**config.mk**
```make
export PLATFORM = sky130hd
export DESIGN_NAME = alu_exec_unit
export DESIGN_NICKNAME = d
export VERILOG_FILES = /design/src/rtl/alu_exec_unit.sv
export SDC_FILE = /design/constraint.sdc
export NUM_CORES = 1
export LEC_CHECK = 0
export CAP_MARGIN = 20
export CORE_MARGIN = 10
export CORE_UTILIZATION = 40
export CTS_CLUSTER_DIAMETER = 150
export DETAILED_ROUTE_END_ITERATION = 6
export PLACE_DENSITY = 0.7
export SYNTH_ARGS = -nofsm -noshare
export SYNTH_HDL_FRONTEND = slang
export SYNTH_SLANG_ARGS = --single-unit
```
**constraint.sdc**
```tcl
create_clock -name clk -period 7.89 [get_ports clk]
set_input_delay 0.789 -clock clk [delete_from_list [all_inputs] [get_ports clk]]
set_output_delay 0.789 -clock clk [all_outputs]
set_load 0.01 [all_outputs]
```
**src/rtl/alu_exec_unit.sv**
```systemverilog
// alu_exec_unit: EX-stage ALU with MIPS-style ALU_OP/funct decode, iterative unsigned
// multiply/divide into HI/LO, and a registered result behind a valid/ready handshake.
// Ports:
//   clk, reset            rising-edge clock, asynchronous active-high reset
//   in_valid / in_ready   operand handshake; ALU_OP, In (funct), a, b captured on accept
//   out_valid / out_ready result handshake; result, zero, overflow, illegal held until taken
//   hi, lo                architectural HI/LO registers
module alu_exec_unit #(
  parameter int unsigned WIDTH = 32
) (
  input  logic             clk,
  input  logic             reset,
  input  logic             in_valid,
  output logic             in_ready,
  input  logic [1:0]       ALU_OP,
  input  logic [5:0]       In,
  input  logic [WIDTH-1:0] a,
  input  logic [WIDTH-1:0] b,
  output logic             out_valid,
  input  logic             out_ready,
  output logic [WIDTH-1:0] result,
  output logic             zero,
  output logic             overflow,
  output logic             illegal,
  output logic [WIDTH-1:0] hi,
  output logic [WIDTH-1:0] lo
);

  localparam int unsigned CntW = $clog2(WIDTH) + 1;

  localparam logic [5:0] FnAdd   = 6'b100000;
  localparam logic [5:0] FnSub   = 6'b100010;
  localparam logic [5:0] FnAnd   = 6'b100100;
  localparam logic [5:0] FnOr    = 6'b100101;
  localparam logic [5:0] FnXor   = 6'b100110;
  localparam logic [5:0] FnNor   = 6'b100111;
  localparam logic [5:0] FnSlt   = 6'b101010;
  localparam logic [5:0] FnMfhi  = 6'b010000;
  localparam logic [5:0] FnMflo  = 6'b010010;
  localparam logic [5:0] FnMultu = 6'b011001;
  localparam logic [5:0] FnDivu  = 6'b011011;

  typedef enum logic [1:0] {StIdle, StMul, StDiv} state_e;
  typedef enum logic [1:0] {KindAlu, KindMul, KindDiv, KindDivZero} kind_e;

  state_e             r_state, w_state_nxt;
  logic [CntW-1:0]    r_cnt, w_cnt_nxt;
  logic [WIDTH-1:0]   r_work_hi, w_work_hi_nxt;  // mul: upper accumulator; div: remainder
  logic [WIDTH-1:0]   r_work_lo, w_work_lo_nxt;  // mul: multiplier/low product; div: quotient
  logic [WIDTH-1:0]   r_opnd, w_opnd_nxt;        // mul: multiplicand; div: divisor
  logic [WIDTH-1:0]   r_result, w_result_nxt;
  logic [WIDTH-1:0]   r_hi, w_hi_nxt;
  logic [WIDTH-1:0]   r_lo, w_lo_nxt;
  logic               r_out_valid, w_out_valid_nxt;
  logic               r_zero, w_zero_nxt;
  logic               r_ovf, w_ovf_nxt;
  logic               r_ill, w_ill_nxt;

  logic               w_slot_free, w_accept, w_iter_done;
  logic [WIDTH-1:0]   w_sum, w_diff, w_alu_res;
  logic               w_add_ovf, w_sub_ovf, w_alu_ovf, w_alu_ill;
  kind_e              w_kind;
  logic [WIDTH:0]     w_mul_sum, w_div_shift;
  logic               w_div_ge;

  assign w_slot_free = !r_out_valid || out_ready;
  assign in_ready    = (r_state == StIdle) && w_slot_free;
  assign w_accept    = in_valid && in_ready;
  assign w_iter_done = (r_cnt == CntW'(WIDTH));

  assign w_sum     = a + b;
  assign w_diff    = a - b;
  assign w_add_ovf = (a[WIDTH-1] == b[WIDTH-1]) && (w_sum[WIDTH-1] != a[WIDTH-1]);
  assign w_sub_ovf = (a[WIDTH-1] != b[WIDTH-1]) && (w_diff[WIDTH-1] != a[WIDTH-1]);

  // Shift-add step: add multiplicand when the current multiplier bit is set, then shift
  // the {accumulator, multiplier} pair right; after WIDTH steps it holds the product.
  assign w_mul_sum = {1'b0, r_work_hi} + (r_work_lo[0] ? {1'b0, r_opnd} : '0);

  // Restoring divide step: bring down the next dividend bit and subtract if it fits.
  assign w_div_shift = {r_work_hi, r_work_lo[WIDTH-1]};
  assign w_div_ge    = (w_div_shift >= {1'b0, r_opnd});

  always_comb begin
    w_kind    = KindAlu;
    w_alu_res = '0;
    w_alu_ovf = 1'b0;
    w_alu_ill = 1'b0;
    unique case (ALU_OP)
      2'b00: begin w_alu_res = w_sum;  w_alu_ovf = w_add_ovf; end
      2'b01: begin w_alu_res = w_diff; w_alu_ovf = w_sub_ovf; end
      2'b10: begin
        case (In)
          FnAdd:   begin w_alu_res = w_sum;  w_alu_ovf = w_add_ovf; end
          FnSub:   begin w_alu_res = w_diff; w_alu_ovf = w_sub_ovf; end
          FnAnd:   w_alu_res = a & b;
          FnOr:    w_alu_res = a | b;
          FnXor:   w_alu_res = a ^ b;
          FnNor:   w_alu_res = ~(a | b);
          FnSlt:   w_alu_res = {{(WIDTH-1){1'b0}}, ($signed(a) < $signed(b))};
          FnMfhi:  w_alu_res = r_hi;
          FnMflo:  w_alu_res = r_lo;
          FnMultu: w_kind = KindMul;
          FnDivu:  w_kind = (b == '0) ? KindDivZero : KindDiv;
          default: w_alu_ill = 1'b1;
        endcase
      end
      default: w_alu_ill = 1'b1;
    endcase
  end

  always_comb begin
    w_state_nxt     = r_state;
    w_cnt_nxt       = r_cnt;
    w_work_hi_nxt   = r_work_hi;
    w_work_lo_nxt   = r_work_lo;
    w_opnd_nxt      = r_opnd;
    w_result_nxt    = r_result;
    w_hi_nxt        = r_hi;
    w_lo_nxt        = r_lo;
    w_zero_nxt      = r_zero;
    w_ovf_nxt       = r_ovf;
    w_ill_nxt       = r_ill;
    w_out_valid_nxt = r_out_valid && !out_ready;

    unique case (r_state)
      StIdle: begin
        if (w_accept) begin
          unique case (w_kind)
            KindAlu: begin
              w_result_nxt    = w_alu_res;
              w_zero_nxt      = (w_alu_res == '0);
              w_ovf_nxt       = w_alu_ovf;
              w_ill_nxt       = w_alu_ill;
              w_out_valid_nxt = 1'b1;
            end
            KindDivZero: begin
              w_result_nxt    = '1;
              w_lo_nxt        = '1;
              w_hi_nxt        = a;
              w_zero_nxt      = 1'b0;
              w_ovf_nxt       = 1'b0;
              w_ill_nxt       = 1'b0;
              w_out_valid_nxt = 1'b1;
            end
            KindMul: begin
              w_work_hi_nxt = '0;
              w_work_lo_nxt = b;
              w_opnd_nxt    = a;
              w_cnt_nxt     = '0;
              w_state_nxt   = StMul;
            end
            KindDiv: begin
              w_work_hi_nxt = '0;
              w_work_lo_nxt = a;
              w_opnd_nxt    = b;
              w_cnt_nxt     = '0;
              w_state_nxt   = StDiv;
            end
          endcase
        end
      end
      StMul, StDiv: begin
        if (!w_iter_done) begin
          w_cnt_nxt = r_cnt + 1'b1;
          if (r_state == StMul) begin
            w_work_hi_nxt = w_mul_sum[WIDTH:1];
            w_work_lo_nxt = {w_mul_sum[0], r_work_lo[WIDTH-1:1]};
          end else begin
            w_work_hi_nxt = w_div_ge ? WIDTH'(w_div_shift - {1'b0, r_opnd})
                                     : w_div_shift[WIDTH-1:0];
            w_work_lo_nxt = {r_work_lo[WIDTH-2:0], w_div_ge};
          end
        end else if (w_slot_free) begin
          // Commit only once the output slot is free so a held result is never overwritten.
          w_hi_nxt        = r_work_hi;
          w_lo_nxt        = r_work_lo;
          w_result_nxt    = r_work_lo;
          w_zero_nxt      = (r_work_lo == '0);
          w_ovf_nxt       = 1'b0;
          w_ill_nxt       = 1'b0;
          w_out_valid_nxt = 1'b1;
          w_state_nxt     = StIdle;
        end
      end
      default: w_state_nxt = StIdle;
    endcase
  end

  always_ff @(posedge clk or posedge reset) begin
    if (reset) begin
      r_state     <= StIdle;
      r_cnt       <= '0;
      r_work_hi   <= '0;
      r_work_lo   <= '0;
      r_opnd      <= '0;
      r_result    <= '0;
      r_hi        <= '0;
      r_lo        <= '0;
      r_out_valid <= 1'b0;
      r_zero      <= 1'b0;
      r_ovf       <= 1'b0;
      r_ill       <= 1'b0;
    end else begin
      r_state     <= w_state_nxt;
      r_cnt       <= w_cnt_nxt;
      r_work_hi   <= w_work_hi_nxt;
      r_work_lo   <= w_work_lo_nxt;
      r_opnd      <= w_opnd_nxt;
      r_result    <= w_result_nxt;
      r_hi        <= w_hi_nxt;
      r_lo        <= w_lo_nxt;
      r_out_valid <= w_out_valid_nxt;
      r_zero      <= w_zero_nxt;
      r_ovf       <= w_ovf_nxt;
      r_ill       <= w_ill_nxt;
    end
  end

  assign out_valid = r_out_valid;
  assign result    = r_result;
  assign zero      = r_zero;
  assign overflow  = r_ovf;
  assign illegal   = r_ill;
  assign hi        = r_hi;
  assign lo        = r_lo;

endmodule

```
# == After elaboration in Yosys (flattened, before gate mapping) ==
# Index checks and enable logic that the tools add are counted.
# word_totals
elab_cells,143
reg_bits,204
# classes
order_cmp,2
n_eq_ne,31
reduce_logical,27
muxes,62
n_bitwise,4
add_sub_neg,5
# op_table
op,count
$mux W32,18
$pmux W32 S2,8
$pmux W32 S9,1
$logic_not A32 Y1,3
$pmux W32 S3,1
$sub A32 B32 Y32,2
$eq A6 B6 Y1 const B,8
$add A32 B32 Y33,1
$ge A33 B32 Y1,1
$add A32 B32 Y32,1
$and A32 B32 Y32,1
$lt A32 B32 Y1,1
$not A32 Y32,1
$or A32 B32 Y32,1
$xor A32 B32 Y32,1
$eq A6 B5 Y1 const B,4
$mux W6,3
$pmux W1 S2,9
$mux W1,13
$pmux W2 S2,3
$pmux W6 S2,1
$reduce_and A4 Y1,3
$reduce_or A11 Y1,1
$ne A2 B2 Y1 const B,5
other kinds (17),40

# == Depth between registers and ports, before layout ==
# logic_depth
depth_word,9
depth_mapped,20
ltp_nobuf,17

# == Least setup slack after synthesis ==
# OpenSTA, ideal clock, no wires.
# synth_path
path_type,input -> register
start,in In[1]
end,reg r_zero (netlist: zero)
setup_slack_ns,3.713
setup_time_ns,0.092
t_required_ns,7.798
cell_stages,20
n_path_buf,3
t_arrival_ns,4.086
path_cell_list,buf_6 > inv_2 > clkbuf_1 > clkbuf_1 > nor4_1 > nand4_1 > nor4_1 > and4_1 > o21ai_0 > inv_1 > ha_1 > nor2_1 > o221ai_1 > nor4_1 > nand4_1 > nor4_1 > nand4_1 > nor4_1 > nand4_1 > o31ai_2
# synth_between
elab_chain_cells,7
# synth_rtl
item,line_no,text
start: declaration,16,"input logic [5:0] In,"
$eq A6 B5 Y1 or $eq A6 B6 Y1 (tied branches),93,case (In)
$pmux W32 S9 or $pmux W2 S2 (tied branches),93,
$pmux W32 S3 or $mux W2 (tied branches),89,unique case (ALU_OP)
"$logic_not A32 Y1, or another cell as far along",132,w_zero_nxt = (w_alu_res == '0);
$pmux W1 S2,129,unique case (w_kind)
$mux W1,128,if (w_accept) begin
$pmux W1 S2,126,unique case (r_state)
end signal: assignment,214,r_zero <= w_zero_nxt;
end: declaration,55,"logic r_zero, w_zero_nxt;"
# Parallel ways exist; a longest one is shown, timed or not. The select of a mux whose other input is x is not followed.
# A chain may end at the register's enable or synchronous reset.

# == Worst setup path in the final report ==
# layout_path
start,in ALU_OP[0]
end,reg r_zero (netlist: zero)
# layout_between
elab_chain_cells,6
# layout_rtl
item,line_no,text
start: declaration,15,"input logic [1:0] ALU_OP,"
"$eq A2 B2 Y1, or another cell as far along",89,
$pmux W32 S3 or $mux W2 (tied branches),89,
"$logic_not A32 Y1, or another cell as far along",132,
$pmux W1 S2,129,
$mux W1,128,
$pmux W1 S2,126,
# Parallel ways exist; a longest one is shown, timed or not. The select of a mux whose other input is x is not followed.

==> reports/metrics.cfg <==
[outcome]
outcome=complete, no violations

[yosys]
synth_fp_nets=2820
syn_avg_cell_area_um2=7.77
yosysWarningCount=0
ys_types=93
synth_edf_count=0
netlist_area_mm2=0.0200
synth_top_area_share_pct=25.6
yosysTopAreaCell=dfrtp_1
async_reset_ff_share_pct=100
synth_area_leaders=dfrtp_1 26%, ha_1 11%, mux2i_1 6.5%
postSynthRegisterBits=204
yosysSeqAreaShare_pct=25.6
synth_ff_type=dfrtp_1
postSynthCellCount=2571

[floorplan]
dieArea_mm2=0.0593
start_util_pct=40.6
coreArea_mm2=0.0492
fp.dieW_um=243
rows=81
pin_count=177
die-height_um=243

[worst_setup_path]
cp.required_ps=8370
slowest_delay_ps=920
reg2reg_depth=13
rrSetupSlack_ps=3210
path_cells=clkdlybuf4s50_1 -> nor2b_1 -> and4_1 -> o21ai_0 -> inv_1 -> ha_1 -> nor2_1 -> o221ai_1 -> nor4_1 -> nand4_1 -> nor4_1 -> nand4_1 -> nor4_1 -> nand4_1 -> o31ai_2
crit_slowest_cell=clkdlybuf4s50_1
arrival_ps=6210
path_buf_inv=2
worstReg2RegEnd=r_work_hi[3]$_DFFE_PP0P_
cp-end-kind=flop
regToRegStartpoint=r_work_hi[4]$_DFFE_PP0P_
crit_path_max_fanout=15
cp_top_family=simple AND/OR/NAND/NOR gates
worstSetupStartpointType=input port
crit_type=input port to flop

[timing]
rsz0062_at_grt=no
finalSetupViolations=0
fmax_ghz=0.174
relSlewSlack_pct=21.9
drv_slew=0
skew_ps=18.4
finalCriticalPeriod_ps=5730
tightestPinTransition_ps=1160
finalCritPeriodShare_pct=72.7
tns_ps=0
hold_viol=0

[placement]
place.gp.congestion=1.05
port_buffers=176
dp_cells=3279
dpl.hpwl_mm=66.2

[finish]
nets=2893
diodes=0
final_cells=3327
drive_gt1_share_pct=4.58
area_growth_pct=16.0

[clocking]
cts-resized-gates=0
cts_buffers=26
cts_tree=built
clock_latency_ps=580
postCtsSetupBuffers=0
ctsHoldBuffers=0
cts_max_path_buffers=3
cts_root_buf=clkbuf_16
clk_pin_slew_ps=60
cts_max_level=1
cts.sinks=204

[pwr]
finalPower_uw=6740
pwr_density_cell_mw_per_mm2=291
leakage_uw=0.0102
ir_drop_mv=0.289

[routing]
top_layer_used=met5
vias_per_cell=6.39
drtAntennaViolNets=0
drt_iter0_drc=2657
wl_met2_mm=37.6
wl_mm=87.0
routedWlPerCell_um=26.2
dr.pass1.iters=6
dr_total_vias=21300
drc_errors=0
wl_met3_mm=8.08
wl_met1_mm=36.2

[global_routing]
grt_pass1_vias=19600
grt_overflow=0
grt_antenna_before_repair=5
track_usage_pct=27.7
grt_max_degree=81
grt_pass1_wl_mm=128

[min_path]
hp-class=flop to flop
worstHoldPathCells=1
whs_endpoint=result[25]$_DFFE_PP0P_
hp-start=result[25]$_DFFE_PP0P_

[run]
maxCapViolations=0

==> sequential cells by signal, summed over array words and instances, names as in the netlist <==
signal	count
overflow	1
r_work_hi	32
r_state	2
zero	1
r_work_lo	32
out_valid	1
lo	32
r_opnd	32
r_cnt	6
illegal	1
hi	32
result	32
==> layout by cell type, fill, tap and decap left out, types with 26 or more instances in the layout <==
master / instances
a211o_1: 30
a211oi_1: 35
a21o_1: 60
a21oi_1: 236
a31oi_1: 31
buf_4: 28
clkbuf_16: 27
clkdlybuf4s50_1: 175
dfrtp_1: 204
ha_1: 166
inv_1: 171
mux2i_1: 130
nand2_1: 237
nand2b_1: 28
nand4_1: 34
nor2_1: 252
nor3_1: 33
nor4_1: 27
o21ai_0: 242
o22ai_1: 26
xnor2_1: 47
xor2_1: 28
==> synth_stat cells, drive strengths merged (12+ instances only) <==
master / count
a31oi: 32
nand4: 34
a211o: 30
a22oi: 24
o22ai: 26
a222oi: 24
o21a: 15
nand3: 22
buf: 42
xor2: 28
o21bai: 21
clkbuf: 121
inv: 176
a21o: 60
o31ai: 20
o21ai: 250
mux2i: 130
nor2: 253
a21oi: 238
o22a: 13
nor3: 35
nand2b: 28
xnor2: 47
nand2: 239
dfrtp: 204
a22o: 25
o211ai: 15
and3: 12
ha: 169
nor2b: 18
a211oi: 36
nor4: 29
==> worst max path at each step <==
| stage | start | end | slack (ps) | cells after the start |
|---|---|---|---|---|
| after detailed placement | ALU_OP[0] | zero$_DFFE_PP0P_ | 1810 | 15 |
| after CTS | ALU_OP[0] | zero$_DFFE_PP0P_ | 2390 | 15 |
| after global placement | ALU_OP[0] | zero$_DFFE_PP0P_ | 2030 | 15 |
| after global routing | ALU_OP[0] | zero$_DFFE_PP0P_ | 1980 | 15 |
| after floorplan | reset | hi[0]$_DFFE_PP0P_ | 1530 | 1 |
| final | ALU_OP[0] | zero$_DFFE_PP0P_ | 2160 | 15 |
==> power by group <==
group / switching [µW] / leakage (µW) / internal (µW)
clock: 509 / 0.000437 / 774
sequential: 410 / 0.00266 / 1330
combinational: 2150 / 0.00710 / 1570
total: 3070 / 0.0102 / 3670
==> worst reg2reg max path: stages (launching register included) <==
cell,delay (ps)
dfrtp_1,480
ha_1,410
a211o_1,300
a21oi_1,310
and3b_1,270
o311ai_1,190
a221o_1,400
o21ai_1,340
o211a_1,270
o31a_2,420
buf_4,510
nor3_1,140
a211o_1,280
a32o_1,240
==> metal layers <==
metal  vias to the layer above  global-route usage (%)
met1                     10300                    36.6
met5                         -                       0
met3                       235                    5.40
met2                      1204                    42.3
met4                         8                    13.8
li1                       9487                       -
==> per-stage QoR <==
stage          util, %  hold WS (ps)  area, µm²  worst slack (ps)
6_report          47.1           475      23200              2160
5_1_grt           47.1           497      23200              1980
4_1_cts           47.1           480      23200              2390
3_5_place_dp      45.3           467      22300              1810
3_3_place_gp      45.3           459      22200              2030
2_1_floorplan        -           450      20000              1530
==> cell type report <==
class                      instances  area (µm²)
clock inverter                    10         154
fill                            4838       26000
tap                              664         831
multi-input combinational       2028       13600
inverter                         176         668
timing repair buffer             208        2040
clock buffer                      37         733
sequential                       204        5100
==> logic make-up (layout without fill, tap and decap cells) <==
logic type                 after synthesis  in the layout  synth area share [%]
muxes                                  132            132                  6.63
and+or+nand+nor                        716            716                  16.3
AOI/OAI and AO/OA                      932            932                  30.6
adders and majority gates              173            173                  11.0
DFF                                    204            204                  25.6
buffers and inverters                  339            431                  6.63
xor gates and xnor gates                75             75                  3.29
Note: power is estimated with default switching activity, not from simulation.
